[src/rtl/raster_scan_ctrl_if.sv]
// Stream and control bundle for raster_scan_ctrl: frame config/start/abort
// toward the sequencer, coordinate beats and status back from it.
interface raster_scan_ctrl_if #(
    parameter int unsigned width_p       = 10,
    parameter int unsigned blank_width_p = 8
);
    logic                     start_i;
    logic                     abort_i;
    logic [width_p-1:0]       cols_i;
    logic [width_p-1:0]       rows_i;
    logic [blank_width_p-1:0] hblank_i;
    logic                     ready_i;
    logic                     valid_o;
    logic [width_p-1:0]       x_o;
    logic [width_p-1:0]       y_o;
    logic                     sof_o;
    logic                     eol_o;
    logic                     eof_o;
    logic                     busy_o;
    logic                     done_o;

    modport master (
        output start_i, abort_i, cols_i, rows_i, hblank_i, ready_i,
        input  valid_o, x_o, y_o, sof_o, eol_o, eof_o, busy_o, done_o
    );

    modport slave (
        input  start_i, abort_i, cols_i, rows_i, hblank_i, ready_i,
        output valid_o, x_o, y_o, sof_o, eol_o, eof_o, busy_o, done_o
    );
endinterface

[src/rtl/raster_scan_ctrl.sv]
// Raster scan sequencer: walks (x,y) over a latched frame geometry, one
// coordinate beat per valid/ready handshake, with optional blanking between
// lines, abort, and a one-cycle done pulse. Outputs decode registered state
// only, so ready_i never reaches valid_o combinationally.
module raster_scan_ctrl #(
    parameter int unsigned width_p       = 10,
    parameter int unsigned blank_width_p = 8
) (
    input  logic                clk_i,
    input  logic                reset_i,
    raster_scan_ctrl_if.slave   bus
);
    typedef enum logic [1:0] {IDLE, ACTIVE, HBLANK, DONE} state_e;

    localparam logic [width_p-1:0]       XONE = width_p'(1);
    localparam logic [blank_width_p-1:0] BONE = blank_width_p'(1);

    state_e                   state_q, state_d;
    logic [width_p-1:0]       x_q, x_d, y_q, y_d;
    logic [width_p-1:0]       cols_q, cols_d, rows_q, rows_d;
    logic [blank_width_p-1:0] blank_q, blank_d, hblank_q, hblank_d;

    logic last_col, last_row, blank_last;

    assign last_col   = (x_q == cols_q);
    assign last_row   = (y_q == rows_q);
    assign blank_last = (blank_q == hblank_q - BONE);

    // State, counters and latched geometry registers
    always_ff @(posedge clk_i or posedge reset_i) begin
        if (reset_i) begin
            state_q  <= IDLE;
            x_q      <= '0;
            y_q      <= '0;
            blank_q  <= '0;
            cols_q   <= '0;
            rows_q   <= '0;
            hblank_q <= '0;
        end else begin
            state_q  <= state_d;
            x_q      <= x_d;
            y_q      <= y_d;
            blank_q  <= blank_d;
            cols_q   <= cols_d;
            rows_q   <= rows_d;
            hblank_q <= hblank_d;
        end
    end

    // Next-state and counter update; abort overrides everything last
    always_comb begin
        state_d  = state_q;
        x_d      = x_q;
        y_d      = y_q;
        blank_d  = blank_q;
        cols_d   = cols_q;
        rows_d   = rows_q;
        hblank_d = hblank_q;
        case (state_q)
            IDLE: begin
                if (bus.start_i) begin
                    cols_d   = bus.cols_i;
                    rows_d   = bus.rows_i;
                    hblank_d = bus.hblank_i;
                    x_d      = '0;
                    y_d      = '0;
                    state_d  = ACTIVE;
                end
            end
            ACTIVE: begin
                if (bus.ready_i) begin
                    if (!last_col) begin
                        x_d = x_q + XONE;
                    end else if (!last_row) begin
                        x_d     = '0;
                        y_d     = y_q + XONE;
                        state_d = (hblank_q != '0) ? HBLANK : ACTIVE;
                    end else begin
                        state_d = DONE;
                    end
                end
            end
            HBLANK: begin
                if (blank_last) begin
                    blank_d = '0;
                    state_d = ACTIVE;
                end else begin
                    blank_d = blank_q + BONE;
                end
            end
            DONE: begin
                state_d = IDLE;
            end
            default: begin
                state_d = IDLE;
            end
        endcase
        if (bus.abort_i) begin
            state_d = IDLE;
            x_d     = '0;
            y_d     = '0;
            blank_d = '0;
        end
    end

    // State-decoded outputs
    always_comb begin
        bus.valid_o = (state_q == ACTIVE);
        bus.x_o     = x_q;
        bus.y_o     = y_q;
        bus.sof_o   = bus.valid_o && (x_q == '0) && (y_q == '0);
        bus.eol_o   = bus.valid_o && last_col;
        bus.eof_o   = bus.valid_o && last_col && last_row;
        bus.busy_o  = (state_q != IDLE);
        bus.done_o  = (state_q == DONE);
    end
endmodule

[src/flat_wrapper.sv]
// flat-port wrapper written by rule: the top's interface ports become plain ports
module raster_scan_ctrl_flat 
#(
    parameter int unsigned width_p       = 10,
    parameter int unsigned blank_width_p = 8
)
  (clk_i, reset_i, bus_start_i, bus_abort_i, bus_cols_i, bus_rows_i, bus_hblank_i, bus_ready_i, bus_valid_o, bus_x_o, bus_y_o, bus_sof_o, bus_eol_o, bus_eof_o, bus_busy_o, bus_done_o);
  raster_scan_ctrl_if #(.width_p(width_p), .blank_width_p(blank_width_p)) bus_i ();
  input  logic clk_i;
  input  logic reset_i;
  input wire logic [$bits(bus_i.start_i)-1:0] bus_start_i;
  input wire logic [$bits(bus_i.abort_i)-1:0] bus_abort_i;
  input wire logic [$bits(bus_i.cols_i)-1:0] bus_cols_i;
  input wire logic [$bits(bus_i.rows_i)-1:0] bus_rows_i;
  input wire logic [$bits(bus_i.hblank_i)-1:0] bus_hblank_i;
  input wire logic [$bits(bus_i.ready_i)-1:0] bus_ready_i;
  output wire logic [$bits(bus_i.valid_o)-1:0] bus_valid_o;
  output wire logic [$bits(bus_i.x_o)-1:0] bus_x_o;
  output wire logic [$bits(bus_i.y_o)-1:0] bus_y_o;
  output wire logic [$bits(bus_i.sof_o)-1:0] bus_sof_o;
  output wire logic [$bits(bus_i.eol_o)-1:0] bus_eol_o;
  output wire logic [$bits(bus_i.eof_o)-1:0] bus_eof_o;
  output wire logic [$bits(bus_i.busy_o)-1:0] bus_busy_o;
  output wire logic [$bits(bus_i.done_o)-1:0] bus_done_o;
  assign bus_i.start_i = bus_start_i;
  assign bus_i.abort_i = bus_abort_i;
  assign bus_i.cols_i = bus_cols_i;
  assign bus_i.rows_i = bus_rows_i;
  assign bus_i.hblank_i = bus_hblank_i;
  assign bus_i.ready_i = bus_ready_i;
  assign bus_valid_o = bus_i.valid_o;
  assign bus_x_o = bus_i.x_o;
  assign bus_y_o = bus_i.y_o;
  assign bus_sof_o = bus_i.sof_o;
  assign bus_eol_o = bus_i.eol_o;
  assign bus_eof_o = bus_i.eof_o;
  assign bus_busy_o = bus_i.busy_o;
  assign bus_done_o = bus_i.done_o;
  raster_scan_ctrl #(.width_p(width_p), .blank_width_p(blank_width_p)) u_core (.clk_i(clk_i), .reset_i(reset_i), .bus(bus_i));
endmodule
[config.mk]
export PLATFORM = sky130hd
export DESIGN_NAME = raster_scan_ctrl_flat
export DESIGN_NICKNAME = d
export VERILOG_FILES = /design/src/rtl/raster_scan_ctrl_if.sv /design/src/rtl/raster_scan_ctrl.sv /design/src/flat_wrapper.sv
export SDC_FILE = /design/constraint.sdc
export NUM_CORES = 1
export LEC_CHECK = 0
export CORE_UTILIZATION = 35
export CTS_CLUSTER_DIAMETER = 30
export DETAILED_ROUTE_END_ITERATION = 8
export HOLD_SLACK_MARGIN = 0.02
export PLACE_DENSITY = 0.55
export SLEW_MARGIN = 20
export SYNTH_ARGS = -nofsm -noshare
export SYNTH_HDL_FRONTEND = slang
export SYNTH_SLANG_ARGS = --single-unit
[constraint.sdc]
create_clock -name clk_i -period 3.77 [get_ports clk_i]
set_input_delay 0.377 -clock clk_i [delete_from_list [all_inputs] [get_ports clk_i]]
set_output_delay 0.377 -clock clk_i [all_outputs]
set_load 0.005 [all_outputs]
# Yosys cells after proc, flatten, opt, wreduce, memory -nomap -nowiden
# Cells that the tools add are included.
# Widths: inputs -> output; s select.
# word_totals
word_cells	60
output_inout_bits	26
register_bits	58
in_bits	33
# classes
mux	22
reduce_logical	15
addsub	4
n_eq_ne	12
# op_table
cell	count
$mux 10	9
$pmux 10 s2	2
$mux 8	3
$add 10x1->10 const B	2
$eq 10x10->1	2
$logic_not 10->1	2
$mux 2	7
$ne 3x3->1 const B	3
$add 8x1->8 const B	1
$eq 8x8->1	1
$pmux 2 s4	1
$reduce_and 4->1	2
$reduce_bool 8->1	1
$sub 8x1->8 const B	1
$ne 3x2->1 const B	2
$reduce_and 5->1	1
$eq 2x2->1 const B	2
$logic_and 1x1->1	4
$ne 4x4->1 const B	1
$reduce_bool 2->1	2
$reduce_bool 3->1	1
$eq 2x1->1 const B	1
$logic_not 2->1	1
$reduce_and 2->1	1

# Longest topological paths before layout
# Gate-level depths: netlist of the first run.
# logic_depth
word_depth	7
depth_mapped	9

# Least setup slack after synthesis of the first run
# OpenSTA, ideal clock, no wires.
# synth_path
kind	reg-to-reg
startpoint	reg u_core.hblank_q[0]
endpoint	reg u_core.blank_q[4]
n_path_buf	1
synth_period_minus_slack_ns	2.078
t_arrival_ns	1.954
setup_ns	0.124
path_stages_with_launch	10
setup_slack_ns	1.692
t_required_ns	3.646
cell_sequence	dfrtp_1 -> inv_1 -> ha_1 -> nand2b_1 -> o211a_1 -> o31a_1 -> o31ai_4 -> buf_6 -> nor2_1 -> a211o_1
# synth_via
elab_chain_cells	5
# synth_lines
element	line	text
start: declaration	raster_scan_ctrl.sv:21	logic [blank_width_p-1:0] blank_q, blank_d, hblank_q, hblank_d;
start signal: assignment	raster_scan_ctrl.sv:46	hblank_q <= hblank_d;
$sub 8x1->8	raster_scan_ctrl.sv:27	assign blank_last = (blank_q == hblank_q - BONE);
$eq 8x8->1	raster_scan_ctrl.sv:27	
$mux 8	raster_scan_ctrl.sv:84	if (blank_last) begin
$mux 8	raster_scan_ctrl.sv:59	case (state_q)
$mux 8	raster_scan_ctrl.sv:98	if (bus.abort_i) begin
end signal: assignment	raster_scan_ctrl.sv:43	blank_q <= blank_d;
end: declaration	raster_scan_ctrl.sv:21	
# No other way between the ends. The select of a mux whose other input is x is not followed.
# A chain may end at the register's enable or synchronous reset.

# Worst setup path in the final report of the first run
# layout_path
startpoint	reg u_core.x_q[3] (netlist: u_core.bus.x_o[3])
endpoint	out bus_eof_o
# layout_via
elab_chain_cells	3
# layout_lines
element	line	text
start: declaration	raster_scan_ctrl.sv:19	logic [width_p-1:0] x_q, x_d, y_q, y_d;
start signal: assignment	raster_scan_ctrl.sv:33	x_q <= '0;
start signal: assignment	raster_scan_ctrl.sv:41	x_q <= x_d;
$eq 10x10->1	raster_scan_ctrl.sv:25	assign last_col = (x_q == cols_q);
$logic_and 1x1->1 (2 in a row)	raster_scan_ctrl.sv:113	bus.eof_o = bus.valid_o && last_col && last_row;
end: declaration	flat_wrapper.sv:22	output wire logic [$bits(bus_i.eof_o)-1:0] bus_eof_o;
# No other way between the ends.

==> results of run 1 <==
## worst max-delay path: stages (launching register included)
cell and delay, ns:
sky130_fd_sc_hd__dfrtp_1 0.47, sky130_fd_sc_hd__xor2_1 0.19, sky130_fd_sc_hd__nor4_1 0.44, sky130_fd_sc_hd__and3_1 0.22
sky130_fd_sc_hd__buf_4 0.23, sky130_fd_sc_hd__and3_1 0.18, sky130_fd_sc_hd__clkdlybuf4s50_1 0.50
## power by group
part	leakage (nW)	total (mW)	switching, mW	internal [mW]
Combinational	0.921	0.884	0.419	0.465
Sequential	0.744	0.995	0.195	0.801
Clock	0.105	0.587	0.249	0.338
## cell usage after synthesis (2+ instances only)
master / count / area [um^2]
sky130_fd_sc_hd__xor2_1: 14 / 122.6
sky130_fd_sc_hd__a31oi_1: 5 / 31.28
sky130_fd_sc_hd__buf_2: 5 / 25.02
sky130_fd_sc_hd__or4_1: 2 / 15.01
sky130_fd_sc_hd__or3_1: 7 / 43.79
sky130_fd_sc_hd__ha_1: 7 / 87.58
sky130_fd_sc_hd__nor2_1: 17 / 63.81
sky130_fd_sc_hd__inv_1: 13 / 48.80
sky130_fd_sc_hd__dfrtp_1: 58 / 1451
sky130_fd_sc_hd__and2_1: 5 / 31.28
sky130_fd_sc_hd__nand4b_1: 3 / 26.28
sky130_fd_sc_hd__nor4b_1: 2 / 17.52
sky130_fd_sc_hd__xnor2_1: 22 / 192.7
sky130_fd_sc_hd__o31ai_1: 2 / 15.01
sky130_fd_sc_hd__and3_1: 8 / 50.05
sky130_fd_sc_hd__o21ai_0: 15 / 75.07
sky130_fd_sc_hd__a31o_1: 4 / 35.03
sky130_fd_sc_hd__o21bai_1: 2 / 15.01
sky130_fd_sc_hd__nor4_1: 3 / 18.77
sky130_fd_sc_hd__nand2b_1: 3 / 18.77
sky130_fd_sc_hd__clkbuf_1: 7 / 26.28
sky130_fd_sc_hd__a21o_1: 2 / 15.01
sky130_fd_sc_hd__a211o_1: 3 / 26.28
sky130_fd_sc_hd__nand2_1: 37 / 138.9
sky130_fd_sc_hd__nor4b_2: 2 / 30.03
sky130_fd_sc_hd__nand3_1: 10 / 50.05
sky130_fd_sc_hd__a21oi_1: 21 / 105.1
sky130_fd_sc_hd__o211ai_1: 2 / 15.01
sky130_fd_sc_hd__nor3_1: 7 / 35.03
sky130_fd_sc_hd__nand4_1: 5 / 31.28
sky130_fd_sc_hd__o21ai_1: 6 / 30.03
sky130_fd_sc_hd__buf_6: 2 / 22.52
sky130_fd_sc_hd__mux2_2: 26 / 292.8
## final cells by class
class	count	area (um^2)
multi-input cells	257	1810
inverters	13	48.80
clock inverters	5	52.55
well taps	129	161.4
flip-flops and latches	58	1451
clock buffers	11	151.4
repair buffers	64	625.6
fillers	904	5026
## how the worst max path moves through the flow
stage | cells past startpoint | to | from | slack [ns]
final | 6 | bus_eof_o | u_core.bus.x_o[3] | 0.82
after global routing | 6 | bus_eof_o | u_core.bus.x_o[3] | 0.70
after CTS | 6 | bus_eof_o | u_core.bus.x_o[3] | 0.78
after detailed placement | 6 | bus_eof_o | u_core.bus.x_o[8] | 1.15
after global placement | 6 | bus_eof_o | u_core.bus.x_o[3] | 1.15
after floorplan | 9 | u_core.blank_q[4] | u_core.hblank_q[0] | 1.69
## per-layer routing
metal / wire length [um] / share of wire
met4: 75 / 0.0094
met5: 0 / 0
met1: 3774 / 0.48
met2: 3748 / 0.47
met3: 346 / 0.044
## registers in the layout (all words and copies together), names as in the netlist
name,count
u_core.blank_q,8
u_core.bus.x_o,10
u_core.bus.y_o,10
u_core.cols_q,10
u_core.hblank_q,8
u_core.rows_q,10
u_core.state_q,2
## logic make-up (layout without fill, tap and decap cells)
family,after synthesis,in the layout,synth area share
AO/OA/AOI/OAI,68,68,0.1324
XOR/XNOR,36,36,0.09295
adder cells (fa/ha/maj),7,7,0.02582
buffers and inverters,28,93,0.03836
flip-flops,58,58,0.4279
multiplexers,27,27,0.08927
AND/OR/NAND/NOR,119,119,0.1933
## metrics by stage
stage	cell area [um^2]	util	power (mW)	hold WS, ns
floorplan	3392	-	1.629	0.4938
global placement	4098	0.4393	1.888	0.5132
detailed placement	4098	0.4393	1.906	0.5171
CTS	4302	0.4612	2.506	0.3252
global route	4302	0.4612	2.663	0.3321
finish	4302	0.4612	2.466	0.3220
## layout by cell type (no fill, tap or decap), types with 4 or more instances in the layout
| cell type | synthesis | final |
|---|---|---|
| sky130_fd_sc_hd__or3_1 | 7 | 7 |
| sky130_fd_sc_hd__and2_1 | 5 | 5 |
| sky130_fd_sc_hd__nand3_1 | 10 | 10 |
| sky130_fd_sc_hd__dfrtp_1 | 58 | 58 |
| sky130_fd_sc_hd__a31oi_1 | 5 | 5 |
| sky130_fd_sc_hd__xor2_1 | 14 | 14 |
| sky130_fd_sc_hd__o21ai_0 | 15 | 15 |
| sky130_fd_sc_hd__xnor2_1 | 22 | 22 |
| sky130_fd_sc_hd__a21oi_1 | 21 | 21 |
| sky130_fd_sc_hd__inv_1 | 13 | 12 |
| sky130_fd_sc_hd__o21ai_1 | 6 | 6 |
| sky130_fd_sc_hd__mux2_2 | 26 | 26 |
| sky130_fd_sc_hd__a31o_1 | 4 | 4 |
| sky130_fd_sc_hd__nor2_1 | 17 | 17 |
| sky130_fd_sc_hd__nand4_1 | 5 | 5 |
| sky130_fd_sc_hd__nand2_1 | 37 | 37 |
| sky130_fd_sc_hd__clkbuf_8 | 0 | 11 |
| sky130_fd_sc_hd__nor3_1 | 7 | 7 |
| sky130_fd_sc_hd__buf_4 | 1 | 6 |
| sky130_fd_sc_hd__clkdlybuf4s50_1 | 0 | 58 |
| sky130_fd_sc_hd__and3_1 | 8 | 8 |
| sky130_fd_sc_hd__ha_1 | 7 | 7 |
==> run_results.csv, run 1 <==
group,metric,value,unit
worst_setup_path,timing.critical_path.arrival,2.58,ns
yosys,dominantRegCellSynth,"sky130_fd_sc_hd__dfrtp_1",
floorplan,floorplan.die_area,10090,um^2
sta,hold_viol,0,
floorplan,core,9328,um^2
yosys,synthesis.area,3392,um^2
floorplan,floorplan.die.height,100.4,um
sta,tightest_slew,0.6373,ns
sta,fin_setup_tns,0,ns
pwr,power.ir.vdd_worst,0.2441,mV
yosys,synth_seq_cells,58,
sta,max-slew-margin-rel,0.5751,
clocking,cts_root_buf,"sky130_fd_sc_hd__clkbuf_8",
placement,place.port_buffers,58,
floorplan,num_io_pins,59,
yosys,yosys.cell_types.count,49,
placement,gp_routability_congestion,0.8199,
global_route,grt-ovfl-total,0,
drt,drt_first_iter_violations,161,
drt,drc_errors,0,
global_route,global_route_usage_over_all_layers,0.1711,
layout,final_cell_count_no_fill,537,
clocking,tritoncts,"built",
global_route,grt_util_met3,0.02925,
layout,antennaDiodeCount,0,
worst_setup_path,worstRegToRegCells,8,
clocking,post_cts_buffers,0,
flow_run,maxCapViolCount,0,
layout,syn_to_final_growth,26.82,%
drt,viasPerCell,5.093,
global_route,met2_usage,0.2734,
yosys,mappedNetlistNets,383,
yosys,post_synth_edffs,0,
placement,detailed_place_hpwl,5.906,mm
worst_setup_path,timing.critical_path.from_type,"flip-flop",
floorplan,row_count,35,
worst_setup_path,worst-r2r-setup-slack,1.35,ns
yosys,asyncSetResetFlopFracSynth,1.000,
sta,finalWorstPathRequiredPeriod,2.954,ns
worst_setup_path,crit_path_max_fanout,16,
pwr,power_per_cell_area,573.4,nW/um^2
global_route,first_global_vias,2653,
sta,max_clock_freq,338.5,MHz
global_route,gr-max-usage-layer,"met2",
clocking,cts-buffers-inserted,9,
drt,avgRoutedWirePerCell,14.79,um
worst_setup_path,critPathKind,"reg2out",
drt,pre_repair_dr_iteration_count,5,
worst_setup_path,r2r_end,"u_core.blank_q[4]",
yosys,synthesis.instances,343,
floorplan,initial_utilization,0.3636,
placement,dpl.cell_count,521,
placement,placement.setup.worst_slack,1.147,ns
worst_hold_path,hold_class,"in2async",
clocking,clk_pin_slew_worst_paths,0.08,ns
sta,layout_worst_path_cycle_share,0.7836,
global_route,grt_pass1_wl,13.43,mm
worst_setup_path,required,3.39,ns
clocking,cts.hold.buffers_added,0,
status,status,"finished clean",
layout,final_net_count,443,
drt,finalWirelength,7.944,mm
sta,post_route_clock_skew,0.01516,ns
drt,ant_nets,0,
global_route,grt_util_met1,0.2374,
clocking,post_cts_resized,0,
floorplan,dieWidth,100.4,um
sta,final_critical_path_setup_slack,0.8159,ns
worst_setup_path,critical_path.endpoint_type,"output pin",
drt,via_count,2735,
worst_setup_path,critical_path.reg2reg.startpoint,"u_core.hblank_q[0]",
clocking,htree_num_levels,3,
yosys,yosys_warnings,0,
clocking,cts.path.max_buffers,2,
clocking,clock_sink_count,58,
layout,post_route_cells_drive_above_1_share,0.1422,
sta,drv_slew,0,
clocking,clk_latency,0.33,ns
sta,setup_viol,0,
global_route,antenna_found_initial,0,
sta,rsz0062_at_grt,"false",
yosys,synth_seq_area_share,0.4279,
pwr,power.static_leakage,1.769,nW
yosys,post_synth.cell_area_avg,9.889,um^2
global_route,grt_start_max_net_pins,44,
(Power assumes the default switching activity.)
==> run 2, diff against run 1 <==
Clock period 3.77 ns to 2.8 ns, I/O delays scaled along.
==> run 2 against run 1 <==
Effect of this change: non-clock buffer count grew 2; first-iteration DRC count shrank 3.7%; register-to-register slack worse by 0.89 ns; critical endpoint is now bus_sof_o; largest cell class unchanged.
==> run_results.csv, run 2 (synthesis gave the netlist of run 1 again) <==
group,metric,value,unit
sta,post_route_clock_skew,0.009851,ns
flow_run,maxCapViolCount,0,
floorplan,initial_utilization,0.3636,
clocking,clock_sink_count,58,
worst_setup_path,timing.critical_path.arrival,2.34,ns
sta,drv_slew,0,
worst_setup_path,required,2.52,ns
worst_setup_path,critPathKind,"reg2out",
floorplan,dieWidth,100.4,um
worst_hold_path,hold_class,"in2async",
clocking,clk_pin_slew_worst_paths,0.07,ns
sta,fin_setup_tns,0,ns
layout,post-route-util,0.4714,
clocking,tritoncts,"built",
worst_setup_path,worstPathCellList,"or4_1 > nor4_1 > and4_1 > clkdlybuf4s50_1",
pwr,cell_internal_power,2.402,mW
floorplan,row_count,35,
clocking,cts.path.max_buffers,2,
worst_setup_path,critical_path.endpoint_type,"output pin",
sta,max_clock_freq,382.4,MHz
layout,final_net_count,445,
drt,drt_first_iter_violations,155,
global_route,global_route_usage_over_all_layers,0.1790,
layout,antennaDiodeCount,0,
floorplan,core,9328,um^2
global_route,grt-ovfl-total,0,
floorplan,num_io_pins,59,
clocking,htree_num_levels,3,
pwr,power.ir.vdd_worst,0.4709,mV
floorplan,floorplan.die_area,10090,um^2
drt,pre_repair_dr_iteration_count,4,
sta,worst_hold_slack,0.4728,ns
clocking,clk_latency,0.34,ns
drt,ant_nets,0,
drt,finalWirelength,8.213,mm
layout,mostFrequentLayoutCells,"sky130_fd_sc_hd__clkdlybuf4s50_1 (58), sky130_fd_sc_hd__dfrtp_1 (58), sky130_fd_sc_hd__nand2_1 (37)",
sta,hold_viol,0,
pwr,power_per_cell_area,821.9,nW/um^2
placement,place.port_buffers,58,
drt,drc_errors,0,
layout,syn_to_final_growth,29.62,%
drt,via_count,2755,
layout,post_route_cells_drive_above_1_share,0.1488,
sta,tightest_slew,0.7626,ns
pwr,power.static_leakage,1.809,nW
worst_setup_path,timing.critical_path.from_type,"flip-flop",
placement,gp_routability_congestion,0.8376,
worst_setup_path,crit_path_max_fanout,9,
clocking,cts_root_buf,"sky130_fd_sc_hd__clkbuf_8",
status,status,"finished clean",
sta,finalWorstPathRequiredPeriod,2.615,ns
worst_setup_path,worst_path_max_delay_cell,"sky130_fd_sc_hd__or4_1",
floorplan,floorplan.die.height,100.4,um
drt,viasPerCell,5.111,
sta,rsz0062_at_grt,"false",
global_route,antenna_found_initial,0,
pwr,power.clock.fraction,0.286,
pwr,power.combinational.fraction,0.342,
worst_setup_path,crit_family,"simple AND/OR/NAND/NOR gates",
worst_setup_path,slowest_stage_delay_on_critical_path,0.55,ns
sta,layout_worst_path_cycle_share,0.9339,
pwr,seqPwrFrac,0.372,
global_route,grt_start_max_net_pins,59,
sta,setup_viol,0,
pwr,net-switching-power,1.212,mW
sta,max-slew-margin-rel,0.4916,
pwr,power.switching_fraction,0.3353,
placement,detailed_place_hpwl,6.029,mm
worst_setup_path,critPathBufInv,1,
global_route,grt_pass1_wl,13.99,mm
global_route,first_global_vias,2785,
drt,avgRoutedWirePerCell,15.24,um
clocking,cts-buffers-inserted,9,
layout,filler_cell_count,907,
[run 2: tightest hold or removal path, cell delays in order]
cell	delay, ns
sky130_fd_sc_hd__clkdlybuf4s50_1	0.41
sky130_fd_sc_hd__inv_2	0.05
sky130_fd_sc_hd__buf_4	0.58
[run 2: stage by stage]
step / power [mW] / cell area [um^2] / worst slack [ns] / instances
2_1_floorplan: 2.193 / 3392 / 0.7220 / 343
3_3_place_gp: 2.589 / 4125 / 0.4562 / 523
3_5_place_dp: 2.603 / 4125 / 0.3869 / 523
4_1_cts: 3.658 / 4390 / 0.1729 / 539
5_1_grt: 3.870 / 4397 / 0.02183 / 539
6_report: 3.614 / 4397 / 0.1850 / 539
[run 2: area by class of cell]
type	instances	area, um^2	share of cell area
Sequential cell	58	1451	0.3301
Inverter	13	48.80	0.01110
Clock inverter	7	141.4	0.03216
Timing Repair Buffer	66	653.1	0.1485
Clock buffer	9	123.9	0.02817
Multi-Input combinational cell	257	1817	0.4132
Tap cell	129	161.4	0.03671
[run 2: worst paths after layout]
path	cells past startpoint	end	start	slack (ns)
min in group clk_i	1	u_core.cols_q[5]	u_core.cols_q[5]	0.53
max in group asynchronous	3	u_core.blank_q[1]	reset_i	1.81
hold / removal	3	u_core.bus.x_o[7]	reset_i	0.47
hold reg to reg	1	u_core.cols_q[5]	u_core.cols_q[5]	0.53
setup / recovery	4	bus_sof_o	u_core.bus.x_o[4]	0.18
setup reg to reg	8	u_core.blank_q[4]	u_core.hblank_q[0]	0.46
[run 2: metal layers]
layer / global-route usage / share of wire / wire length, um
met5: 0 / 0 / 0
met4: 0.03902 / 0.014 / 114
met3: 0.05432 / 0.042 / 347
met2: 0.2845 / 0.47 / 3869
met1: 0.2406 / 0.47 / 3882
[run 2: what timing repair did]
| item | CTS | global route |
|---|---|---|
| hold buffers | 0 | 0 |
| setup endpoints to repair | 0 | 1 |
| buffers inserted | 0 | 0 |
| gates resized for setup | 0 | 1 |
[run 2: power groups by stage]
stage	clock, mW	sequential, mW	combinational (mW)
6_report	1.03	1.35	1.23
2_1_floorplan	0	1.28	0.915
4_1_cts	1.06	1.35	1.24
5_1_grt	1.11	1.39	1.37
3_3_place_gp	0	1.36	1.22
3_5_place_dp	0	1.37	1.24
==> run 3, diff against run 2 <==
--- a/config.mk
+++ b/config.mk
@@ -7,4 +7,5 @@
 export LEC_CHECK = 0
 export CORE_UTILIZATION = 35
+export CTS_BUF_LIST = sky130_fd_sc_hd__clkbuf_4 sky130_fd_sc_hd__clkbuf_8 sky130_fd_sc_hd__clkbuf_16
 export CTS_CLUSTER_DIAMETER = 30
 export DETAILED_ROUTE_END_ITERATION = 8
==> constraint.sdc (replaced) <==
create_clock -name clk_i -period 2.8 [get_ports clk_i]
set_input_delay 0.28 -clock clk_i [delete_from_list [all_inputs] [get_ports clk_i]]
set_output_delay 0.28 -clock clk_i [all_outputs]
set_load 0.02 [all_outputs]
==> run 3 against run 2 <==
Effect of this change: global-route usage increased by 0.30 points; cell count unchanged; final area decreased by 0.26%; fmax decreased by 2.5%; clock power decreased by 6%; worst hold slack got worse by 0.15 ns; sequential share of layout area increased by 0.085 points; clock skew increased by 0.0032 ns; combinational power increased by 5%; critical path type unchanged.
==> run_results.csv, run 3 (synthesis gave the netlist of run 1 again) <==
group,metric,value,unit
floorplan,dieWidth,100.4,um
sta,tightest_slew,0.6258,ns
clocking,tritoncts,"built",
sta,fin_setup_tns,0,ns
pwr,seqPwrFrac,0.373,
global_route,first_global_vias,2803,
global_route,global_route_usage_over_all_layers,0.1821,
floorplan,core,9328,um^2
drt,avgRoutedWirePerCell,15.35,um
global_route,grt_util_met1,0.2396,
pwr,power_per_cell_area,819.2,nW/um^2
sta,max-slew-margin-rel,0.5828,
sta,hold_viol,0,
worst_setup_path,timing.critical_path.from,"u_core.bus.x_o[1]",
pwr,cell_internal_power,2.329,mW
worst_setup_path,timing.critical_path.from_type,"flip-flop",
sta,drv_slew,0,
pwr,power.ir.vdd_worst,0.4976,mV
placement,dpl.cell_count,523,
drt,ant_nets,0,
drt,viasPerCell,5.106,
layout,mostFrequentLayoutCells,"sky130_fd_sc_hd__dfrtp_1 (58), sky130_fd_sc_hd__clkdlybuf4s50_1 (57), sky130_fd_sc_hd__nand2_1 (37)",
sta,post_route_clock_skew,0.01308,ns
clocking,post_cts_resized,0,
layout,final_cell_count_no_fill,539,
floorplan,num_io_pins,59,
global_route,grt_start_max_net_pins,28,
clocking,clk_latency,0.35,ns
worst_setup_path,critical_path.endpoint_type,"output pin",
worst_setup_path,critPathKind,"reg2out",
layout,layout_commonest_cell,"sky130_fd_sc_hd__dfrtp_1",
layout,layout.cell_area.non_filler,4385,um^2
sta,max_clock_freq,372.8,MHz
pwr,net-switching-power,1.264,mW
global_route,met2_usage,0.2961,
pwr,power.clock.fraction,0.269,
clocking,clock_sink_count,58,
floorplan,floorplan.die.height,100.4,um
sta,layout_worst_path_cycle_share,0.9580,
status,status,"finished clean",
pwr,power.static_leakage,1.811,nW
layout,antennaDiodeCount,0,
flow_run,maxCapViolCount,0,
clocking,cts_root_buf,"sky130_fd_sc_hd__clkbuf_8",
placement,detailed_place_hpwl,6.171,mm
worst_setup_path,timing.critical_path.arrival,2.40,ns
global_route,grt_util_met3,0.03830,
pwr,power.combinational.fraction,0.358,
global_route,grt-ovfl-total,0,
layout,post_route_cells_drive_above_1_share,0.1512,
drt,via_count,2752,
worst_hold_path,hold_class,"in2async",
worst_setup_path,required,2.52,ns
global_route,antenna_found_initial,0,
drt,drt_first_iter_violations,120,
clocking,htree_num_levels,3,
sta,setup_viol,0,
drt,finalWirelength,8.272,mm
drt,pre_repair_dr_iteration_count,4,
global_route,gr-max-usage-layer,"met2",
sta,rsz0062_at_grt,"false",
placement,gp_routability_congestion,0.7874,
clocking,cts.path.max_buffers,2,
clocking,clk_pin_slew_worst_paths,0.08,ns
worst_setup_path,worst-r2r-setup-slack,0.43,ns
placement,placed_cell_areas,4125,um^2
layout,final_net_count,445,
sta,finalWorstPathRequiredPeriod,2.682,ns
pwr,power.switching_fraction,0.3518,
clocking,cts.hold.buffers_added,0,
global_route,grt_pass1_wl,14.16,mm
layout,syn_to_final_growth,29.29,%
clocking,cts-buffers-inserted,9,
worst_setup_path,crit_path_max_fanout,6,
floorplan,row_count,35,
placement,place.port_buffers,58,
drt,drc_errors,0,
worst_setup_path,r2r_end,"u_core.blank_q[5]",
clocking,post_cts_buffers,0,
worst_setup_path,worstRegToRegCells,8,
floorplan,initial_utilization,0.3636,
worst_setup_path,critical_path.reg2reg.startpoint,"u_core.hblank_q[0]",
floorplan,floorplan.die_area,10090,um^2
## run 3: worst max-delay path by stage
stage / slack (ns) / to
global placement: 0.38 / bus_eof_o
global route: 0.003 / bus_eof_o
floorplan: 0.72 / u_core.blank_q[4]
detailed placement: 0.39 / bus_eof_o
CTS: 0.01 / bus_eof_o
finish: 0.12 / bus_eof_o
## run 3: power groups by stage
| stage | registers, mW | logic [mW] | clock network [mW] |
|---|---|---|---|
| floorplan | 1.29 | 0.949 | 0 |
| global placement | 1.36 | 1.26 | 0 |
| detailed placement | 1.36 | 1.28 | 0 |
| CTS | 1.35 | 1.29 | 0.991 |
| global route | 1.38 | 1.43 | 1.02 |
| finish | 1.34 | 1.29 | 0.966 |
## run 3: routing by layer
layer / wire length (um) / up-vias
met5: 0 / -
met4: 127 / 0
met3: 359 / 15
met2: 3960 / 71
met1: 3824 / 1329
li1: - / 1337
## run 3: stage by stage
step	setup WS (ns)	total power, mW	utilization	hold WS, ns
floorplan	0.7220	2.243	-	0.3968
global placement	0.3835	2.613	0.4423	0.5117
detailed placement	0.3924	2.647	0.4423	0.5169
CTS	0.01461	3.627	0.4687	0.3498
global route	0.003024	3.838	0.4702	0.3912
finish	0.1177	3.593	0.4702	0.3216
## run 3: worst max-delay path, cell delays in order (launching register included)
cell and delay, ns:
sky130_fd_sc_hd__dfrtp_1 0.46, sky130_fd_sc_hd__xor2_1 0.20, sky130_fd_sc_hd__nor4_2 0.41, sky130_fd_sc_hd__and3_4 0.26, sky130_fd_sc_hd__and3_1 0.14, sky130_fd_sc_hd__clkdlybuf4s50_1 0.60
## run 3: area by class of cell
cell class                      count  area, um^2
Fill cell                         911        4942
Multi-Input combinational cell    257        1822
Sequential cell                    58        1451
Timing Repair Buffer               66       655.6
Tap cell                          129       161.4
Clock buffer                       10       131.4
Clock inverter                      6       115.1
Inverter                           13       48.80
